--- src/rtl/dpi_pattern_gen.sv ---
// Parallel-RGB (DPI) timing generator with four built-in test patterns,
// plus frame/second ticks and a seconds counter for board LEDs.
module dpi_pattern_gen #(
  parameter int   H_ACTIVE   = 640,
  parameter int   H_FP       = 16,
  parameter int   H_SYNC     = 96,
  parameter int   H_BP       = 48,
  parameter int   V_ACTIVE   = 480,
  parameter int   V_FP       = 10,
  parameter int   V_SYNC     = 2,
  parameter int   V_BP       = 33,
  parameter logic HS_POL     = 1'b0,
  parameter logic VS_POL     = 1'b0,
  parameter int   BPC        = 6,
  parameter int   FPS        = 60,
  parameter int   CHECK_LOG2 = 4
) (
  input  logic           clk,
  input  logic           resetn,
  input  logic [1:0]     mode,
  output logic           hsync,
  output logic           vsync,
  output logic           de,
  output logic [9:0]     x,
  output logic [9:0]     y,
  output logic [BPC-1:0] r,
  output logic [BPC-1:0] g,
  output logic [BPC-1:0] b,
  output logic           frame_tick,
  output logic           sec_tick,
  output logic [3:0]     sec_count
);

  localparam int H_TOTAL  = H_ACTIVE + H_FP + H_SYNC + H_BP;
  localparam int V_TOTAL  = V_ACTIVE + V_FP + V_SYNC + V_BP;
  localparam int HW       = $clog2(H_TOTAL);
  localparam int VW       = $clog2(V_TOTAL);
  localparam int FW       = (FPS > 1) ? $clog2(FPS) : 1;
  localparam int HS_START = H_ACTIVE + H_FP;
  localparam int HS_LAST  = H_ACTIVE + H_FP + H_SYNC - 1;
  localparam int VS_START = V_ACTIVE + V_FP;
  localparam int VS_LAST  = V_ACTIVE + V_FP + V_SYNC - 1;
  localparam int BAR1     = H_ACTIVE / 3;
  localparam int BAR2     = (2 * H_ACTIVE) / 3;

  // Ramp divide by H_ACTIVE as multiply by a rounded-up reciprocal; 24 fraction
  // bits keep the truncation exact for any column below 1024.
  localparam int          RAMP_SHIFT = 24;
  localparam logic [47:0] RAMP_MUL   = ((48'd1 << (RAMP_SHIFT + BPC)) / 48'(H_ACTIVE)) + 48'd1;
  localparam logic [BPC-1:0] CMAX    = '1;

  logic [HW-1:0]  h_cnt;
  logic [VW-1:0]  v_cnt;
  logic [FW-1:0]  frame_cnt;
  logic [1:0]     mode_q;
  logic           sec_wrap;

  logic           frame_start;
  logic           line_end;
  logic           frame_end;
  logic [1:0]     mode_eff;
  logic           active;
  logic           hs_act;
  logic           vs_act;
  logic [10:0]    hx;
  logic [10:0]    vy;
  logic [10:0]    scroll_x;
  logic           check_on;
  logic [47:0]    ramp_prod;
  logic [47:0]    ramp_full;
  logic [BPC-1:0] ramp;
  logic [BPC-1:0] r_next;
  logic [BPC-1:0] g_next;
  logic [BPC-1:0] b_next;
  logic           unused_bits;

  // The frame-start pixel already uses the freshly sampled mode so a whole frame is uniform.
  always_comb begin
    frame_start = (h_cnt == '0) && (v_cnt == '0);
    line_end    = (h_cnt == HW'(H_TOTAL - 1));
    frame_end   = line_end && (v_cnt == VW'(V_TOTAL - 1));
    mode_eff    = frame_start ? mode : mode_q;
    active      = (h_cnt < HW'(H_ACTIVE)) && (v_cnt < VW'(V_ACTIVE));
    hs_act      = (h_cnt >= HW'(HS_START)) && (h_cnt <= HW'(HS_LAST));
    vs_act      = (v_cnt >= VW'(VS_START)) && (v_cnt <= VW'(VS_LAST));
    hx          = 11'(h_cnt);
    vy          = 11'(v_cnt);
    scroll_x    = hx + 11'(frame_cnt);
    check_on    = ((mode_eff == 2'd3) ? scroll_x[CHECK_LOG2] : hx[CHECK_LOG2]) ^ vy[CHECK_LOG2];
    ramp_prod   = 48'(hx) * RAMP_MUL;
    ramp_full   = ramp_prod >> RAMP_SHIFT;
    ramp        = (ramp_full > 48'(CMAX)) ? CMAX : BPC'(ramp_full);
    unused_bits = ^{vy, scroll_x};

    r_next = '0;
    g_next = '0;
    b_next = '0;
    if (active) begin
      case (mode_eff)
        2'd0, 2'd3: begin
          r_next = CMAX;
          if (check_on) begin
            g_next = CMAX;
            b_next = CMAX;
          end
        end
        2'd1: begin
          if (h_cnt < HW'(BAR1)) begin
            r_next = CMAX;
          end else if (h_cnt < HW'(BAR2)) begin
            r_next = CMAX;
            g_next = CMAX;
            b_next = CMAX;
          end else begin
            b_next = CMAX;
          end
        end
        2'd2: begin
          r_next = ramp;
          g_next = ramp;
          b_next = ramp;
        end
      endcase
    end
  end

  // sec_wrap is high exactly during the first counter cycle of a frame that wrapped frame_cnt.
  always_ff @(posedge clk or negedge resetn) begin
    if (!resetn) begin
      h_cnt     <= '0;
      v_cnt     <= '0;
      frame_cnt <= '0;
      mode_q    <= 2'd0;
      sec_wrap  <= 1'b0;
    end else begin
      h_cnt    <= line_end ? '0 : h_cnt + 1'b1;
      sec_wrap <= frame_end && (frame_cnt == FW'(FPS - 1));
      if (line_end) begin
        v_cnt <= frame_end ? '0 : v_cnt + 1'b1;
      end
      if (frame_end) begin
        frame_cnt <= (frame_cnt == FW'(FPS - 1)) ? '0 : frame_cnt + 1'b1;
      end
      if (frame_start) begin
        mode_q <= mode;
      end
    end
  end

  // All pins register the current counter state, so every output lags it by one clock.
  always_ff @(posedge clk or negedge resetn) begin
    if (!resetn) begin
      hsync      <= ~HS_POL;
      vsync      <= ~VS_POL;
      de         <= 1'b0;
      x          <= '0;
      y          <= '0;
      r          <= '0;
      g          <= '0;
      b          <= '0;
      frame_tick <= 1'b0;
      sec_tick   <= 1'b0;
      sec_count  <= '0;
    end else begin
      hsync      <= hs_act ? HS_POL : ~HS_POL;
      vsync      <= vs_act ? VS_POL : ~VS_POL;
      de         <= active;
      x          <= active ? 10'(h_cnt) : '0;
      y          <= active ? 10'(v_cnt) : '0;
      r          <= r_next;
      g          <= g_next;
      b          <= b_next;
      frame_tick <= frame_start;
      sec_tick   <= sec_wrap;
      if (sec_wrap) begin
        sec_count <= sec_count + 4'd1;
      end
    end
  end

endmodule

--- config.mk ---
export PLATFORM = sky130hd
export DESIGN_NAME = dpi_pattern_gen
export DESIGN_NICKNAME = d
export VERILOG_FILES = /design/src/rtl/dpi_pattern_gen.sv
export SDC_FILE = /design/constraint.sdc
export NUM_CORES = 1
export LEC_CHECK = 0
export BUFFER_PORTS_ARGS = -buffer_cell sky130_fd_sc_hd__buf_2
export CAP_MARGIN = 20
export CORE_AREA = 10 10 113 115
export CTS_BUF_LIST = sky130_fd_sc_hd__clkbuf_2
export CTS_CLUSTER_SIZE = 25
export DETAILED_ROUTE_END_ITERATION = 8
export DIE_AREA = 0 0 123 125
export PLACE_DENSITY = 0.8
export SLEW_MARGIN = 20
export SYNTH_ARGS = -nofsm -noshare
export SYNTH_HDL_FRONTEND = slang
export SYNTH_SLANG_ARGS = --single-unit
--- constraint.sdc ---
create_clock -name clk -period 4.8 [get_ports clk]
set_input_delay 0.24 -clock clk [delete_from_list [all_inputs] [get_ports clk]]
set_output_delay 0.24 -clock clk [all_outputs]
set_load 0.02 [all_outputs]
==> results.cfg <==
[floorplanning]
ios = 51
die_area_um2 = 15400
initial_utilization_pct = 53.7
die_h_um = 125
rows = 38
die_w_um = 123
core_um2 = 10600

[synthesis]
synth_top_family_by_area = adder cells
postSynthCellCount = 556
synth_top_cell_area_share_pct = 32.5
synth_edf_count = 0
synthMuxAreaShare_pct = 0.747
synth.lib_cells_used.distinct = 58
yosys-top-cells-area = sky130_fd_sc_hd__dfrtp_1 33%, sky130_fd_sc_hd__ha_1 21%, sky130_fd_sc_hd__fa_1 10%
synth-adder-area-share_pct = 31.1
register_area_share_after_synthesis_pct = 33.4
post_synthesis_compound_gate_area_fraction_pct = 12.3
yosys.area_share.xor_xnor_pct = 4.90
synth-seq-cells = 76
avgSynthCellArea_um2 = 10.2
post_synthesis_async_set_or_reset_flop_share_pct = 100
synthSimpleGateAreaFrac_pct = 12.0
mappedNetlistArea_um2 = 5700
synth_warnings = 0
synth_top_cell_by_area = sky130_fd_sc_hd__dfrtp_1
yosys_most_used_dff = sky130_fd_sc_hd__dfrtp_1
synth.net_count = 684

[clocking]
cts-root-to-sink-buffers = 2
cts-root-buf = sky130_fd_sc_hd__clkbuf_2
cts_htree_levels = 3
clock-sinks = 76
worst_skew_pair.late_latency_ns = 0.55
cts_made_buffers = 9
cts.reportedPaths.clkPinSlew_ns = 0.21
cts_tree = built

[placed_design]
dp.final_hpwl_mm = 10.8
placer_s_final_routability_congestion_estimate = 0.935
place.port_buffers = 50
dp_worst_setup_slack_ns = -0.317

[routing]
met2_layer_wire_length_in_the_routed_design_mm = 7.59
detail_route.wl_per_cell_um = 17.5
wl_met3_um = 677
vias_after_detailed_routing = 4519
first_drt_iteration_drcs = 332
drt_drc_violations_left = 0
uppermost_layer_routed = met4
m1WireLength_mm = 5.62
first_pass_detailed_route_iteration_total = 6
drt-total-wl_mm = 14.3
drt-vias-per-instance = 5.54
postRouteAntennaNets = 0

[global_route]
vias_in_the_first_global_route = 4710
grt_util_all_layers_pct = 18.4
number_of_antenna_violations_at_the_first_check_in_global_routing = 1
grt_first_pass_wirelength_mm = 23.0
grt_start_max_net_pins = 77
overflow = 0

[layout]
num-fill-cells = 748
flow.area_growth_from_synthesis_pct = 24.9
nNetsFinal = 798
area_taken_by_flip_flops_and_latches_um2 = 1910
final_common_cell = sky130_fd_sc_hd__ha_1
commonest_cells_after_routing_fill_and_taps_aside = 75 x sky130_fd_sc_hd__ha_1, 72 x sky130_fd_sc_hd__dfrtp_1, 68 x sky130_fd_sc_hd__inv_1
drive_gt1_share_pct = 29.9
multi_input_area_um2 = 3940
final_core_util_pct = 67.1

[critical_path]
regToRegEndpoint = b[0]
crit_path_end_kind = register
cp.required_ns = 5.28
rr_worst_depth = 17
critPathArrivalTime_ns = 5.33
worst_setup_path_start_kind = register
path_max_fanout = 7
critPathKind = register to register
worst-r2r-setup-slack_ns = -0.04
reg2reg_from = h_cnt[8]

[run_status]
outcome = finished with violations
violations = negative setup slack

[flow_run]
max_cap_viol_count = 0

[sta]
post-route-min-period_ns = 4.84
max_slew_margin_pct = 38.2
fin_setup_tns_ns = -0.341
peak_freq_ghz = 0.207
setup_violations = 15
period_share_pct = 101
worst_slack_ns = -0.0424
slew_at_the_pin_closest_to_its_max_slew_limit_ns = 0.927
final.setup_skew_ns = 0.0249
final_hold_vios = 0
slew_viol_final = 0
rsz0062_at_grt = yes

[min_path]
hold_path_class = primary input to async pin

[pwr]
leakage_uw = 0.00374
irDropWorstVdd_mv = 0.144
power.total_uw = 1050
p_per_area_nw_per_um2 = 148
==> critical path: stages, from the launching register on <==
cell and delay [ns]:
sky130_fd_sc_hd__dfrtp_2 0.47, sky130_fd_sc_hd__buf_6 0.13, sky130_fd_sc_hd__ha_4 0.28, sky130_fd_sc_hd__ha_4 0.19, sky130_fd_sc_hd__fa_1 0.58, sky130_fd_sc_hd__inv_2 0.06
sky130_fd_sc_hd__fa_1 0.52, sky130_fd_sc_hd__fa_1 0.60, sky130_fd_sc_hd__inv_2 0.08, sky130_fd_sc_hd__ha_4 0.23, sky130_fd_sc_hd__a211oi_2 0.22, sky130_fd_sc_hd__nor2_1 0.07
sky130_fd_sc_hd__o22a_1 0.25, sky130_fd_sc_hd__a31o_1 0.22, sky130_fd_sc_hd__a211oi_4 0.31, sky130_fd_sc_hd__xnor2_4 0.23, sky130_fd_sc_hd__nor2_1 0.13, sky130_fd_sc_hd__a21oi_1 0.19
==> metrics by stage <==
step	cells	hold slack, ns	area (µm²)
final	816	0.341	7110
after global routing	816	0.418	7110
after detailed placement	785	0.435	6460
after global placement	785	0.418	6460
after floorplan	556	-0.0556	5710
after CTS	810	0.350	6820
==> synthesized netlist by cell type, types with 2 or more instances <==
master                       n
sky130_fd_sc_hd__nand2_1    23
sky130_fd_sc_hd__nor2_2      3
sky130_fd_sc_hd__ha_1       95
sky130_fd_sc_hd__o31ai_1     3
sky130_fd_sc_hd__o21a_1      3
sky130_fd_sc_hd__nor3b_1     2
sky130_fd_sc_hd__fa_1       29
sky130_fd_sc_hd__clkbuf_1    7
sky130_fd_sc_hd__nand2b_1    3
sky130_fd_sc_hd__xnor2_1    19
sky130_fd_sc_hd__mux2_2      2
sky130_fd_sc_hd__o22ai_1     2
sky130_fd_sc_hd__xor2_1     11
sky130_fd_sc_hd__dfstp_2     2
sky130_fd_sc_hd__nor3_1      4
sky130_fd_sc_hd__o2111ai_1   2
sky130_fd_sc_hd__or2_2       2
sky130_fd_sc_hd__nand3_1    11
sky130_fd_sc_hd__a221oi_1    2
sky130_fd_sc_hd__o21bai_1    2
sky130_fd_sc_hd__and4_1      4
sky130_fd_sc_hd__a221o_1     2
sky130_fd_sc_hd__a21o_1     14
sky130_fd_sc_hd__dfrtp_1    74
sky130_fd_sc_hd__o21ai_0    17
sky130_fd_sc_hd__mux2i_1     2
sky130_fd_sc_hd__a21oi_1    31
sky130_fd_sc_hd__nand4_1    12
sky130_fd_sc_hd__a211oi_1    2
sky130_fd_sc_hd__and3_1      9
sky130_fd_sc_hd__a41oi_1     2
sky130_fd_sc_hd__inv_1      77
sky130_fd_sc_hd__nor2_1     32
sky130_fd_sc_hd__and2_1     22
sky130_fd_sc_hd__o21ai_1     5
sky130_fd_sc_hd__a31o_2      2
==> layer usage <==
metal	vias to the layer above	GRT usage (%)
li1	2131	-
met1	2240	21.3
met2	118	32.7
met3	30	3.20
met4	0	7.33
met5	-	0
==> sequential cells by signal, indices dropped and copies added, names as in the netlist <==
| signal | count |
|---|---|
| h_cnt | 10 |
| v_cnt | 10 |
| x | 10 |
| y | 10 |
| b | 6 |
| frame_cnt | 6 |
| g | 6 |
| r | 6 |
| sec_count | 4 |
| mode_q | 2 |
| de | 1 |
| frame_tick | 1 |
| hsync | 1 |
| sec_tick | 1 |
| sec_wrap | 1 |
| vsync | 1 |
==> power by group <==
part | internal, µW | total (µW) | switching, µW
clock network | 69.2 | 289 | 220
registers | 660 | 666 | 6.00
logic | 28.7 | 98.8 | 70.1
total | 758 | 1050 | 296
==> worst max path at each step <==
stage / startpoint / endpoint / slack [ns] / cells after the start
after floorplan: h_cnt[4] / r[3] / 0.003 / 19
after global placement: h_cnt[5] / r[5] / -0.25 / 18
after detailed placement: h_cnt[5] / r[4] / -0.32 / 18
after CTS: h_cnt[8] / r[4] / 0.006 / 19
after global routing: h_cnt[8] / r[5] / -0.18 / 18
final: h_cnt[8] / b[0] / -0.04 / 17
==> layout make-up <==
class	count	share of cell area (%)
multi-input combinational	396	55.3
sequential	76	26.8
timing repair buffer	110	10.1
inverter	77	4.06
tap	140	2.46
clock buffer	11	0.774
clock inverter	5	0.422
antenna	1	0.0352
==> logic make-up (layout without fill, tap and decap cells) <==
logic type               count (synthesis)  count (layout)
other                                    1               2
buffers and inverters                   84             203
AO/OA/AOI/OAI                          105             105
multiplexers                             4               4
AND/OR/NAND/NOR                        131             131
XOR/XNOR                                31              31
flip-flops                              76              76
adder cells (fa/ha/maj)                124             124
==> timing repair <==
action | CTS | global route
pin swaps | 30 | 25
gates resized for setup | 35 | 42
setup buffers | 6 | 5
endpoints found under the setup margin | 18 | 18
hold endpoints to repair | 76 | 0
hold buffers | 3 | 0
gates cloned | 0 | 0
Power figures use the tool's default switching activity.
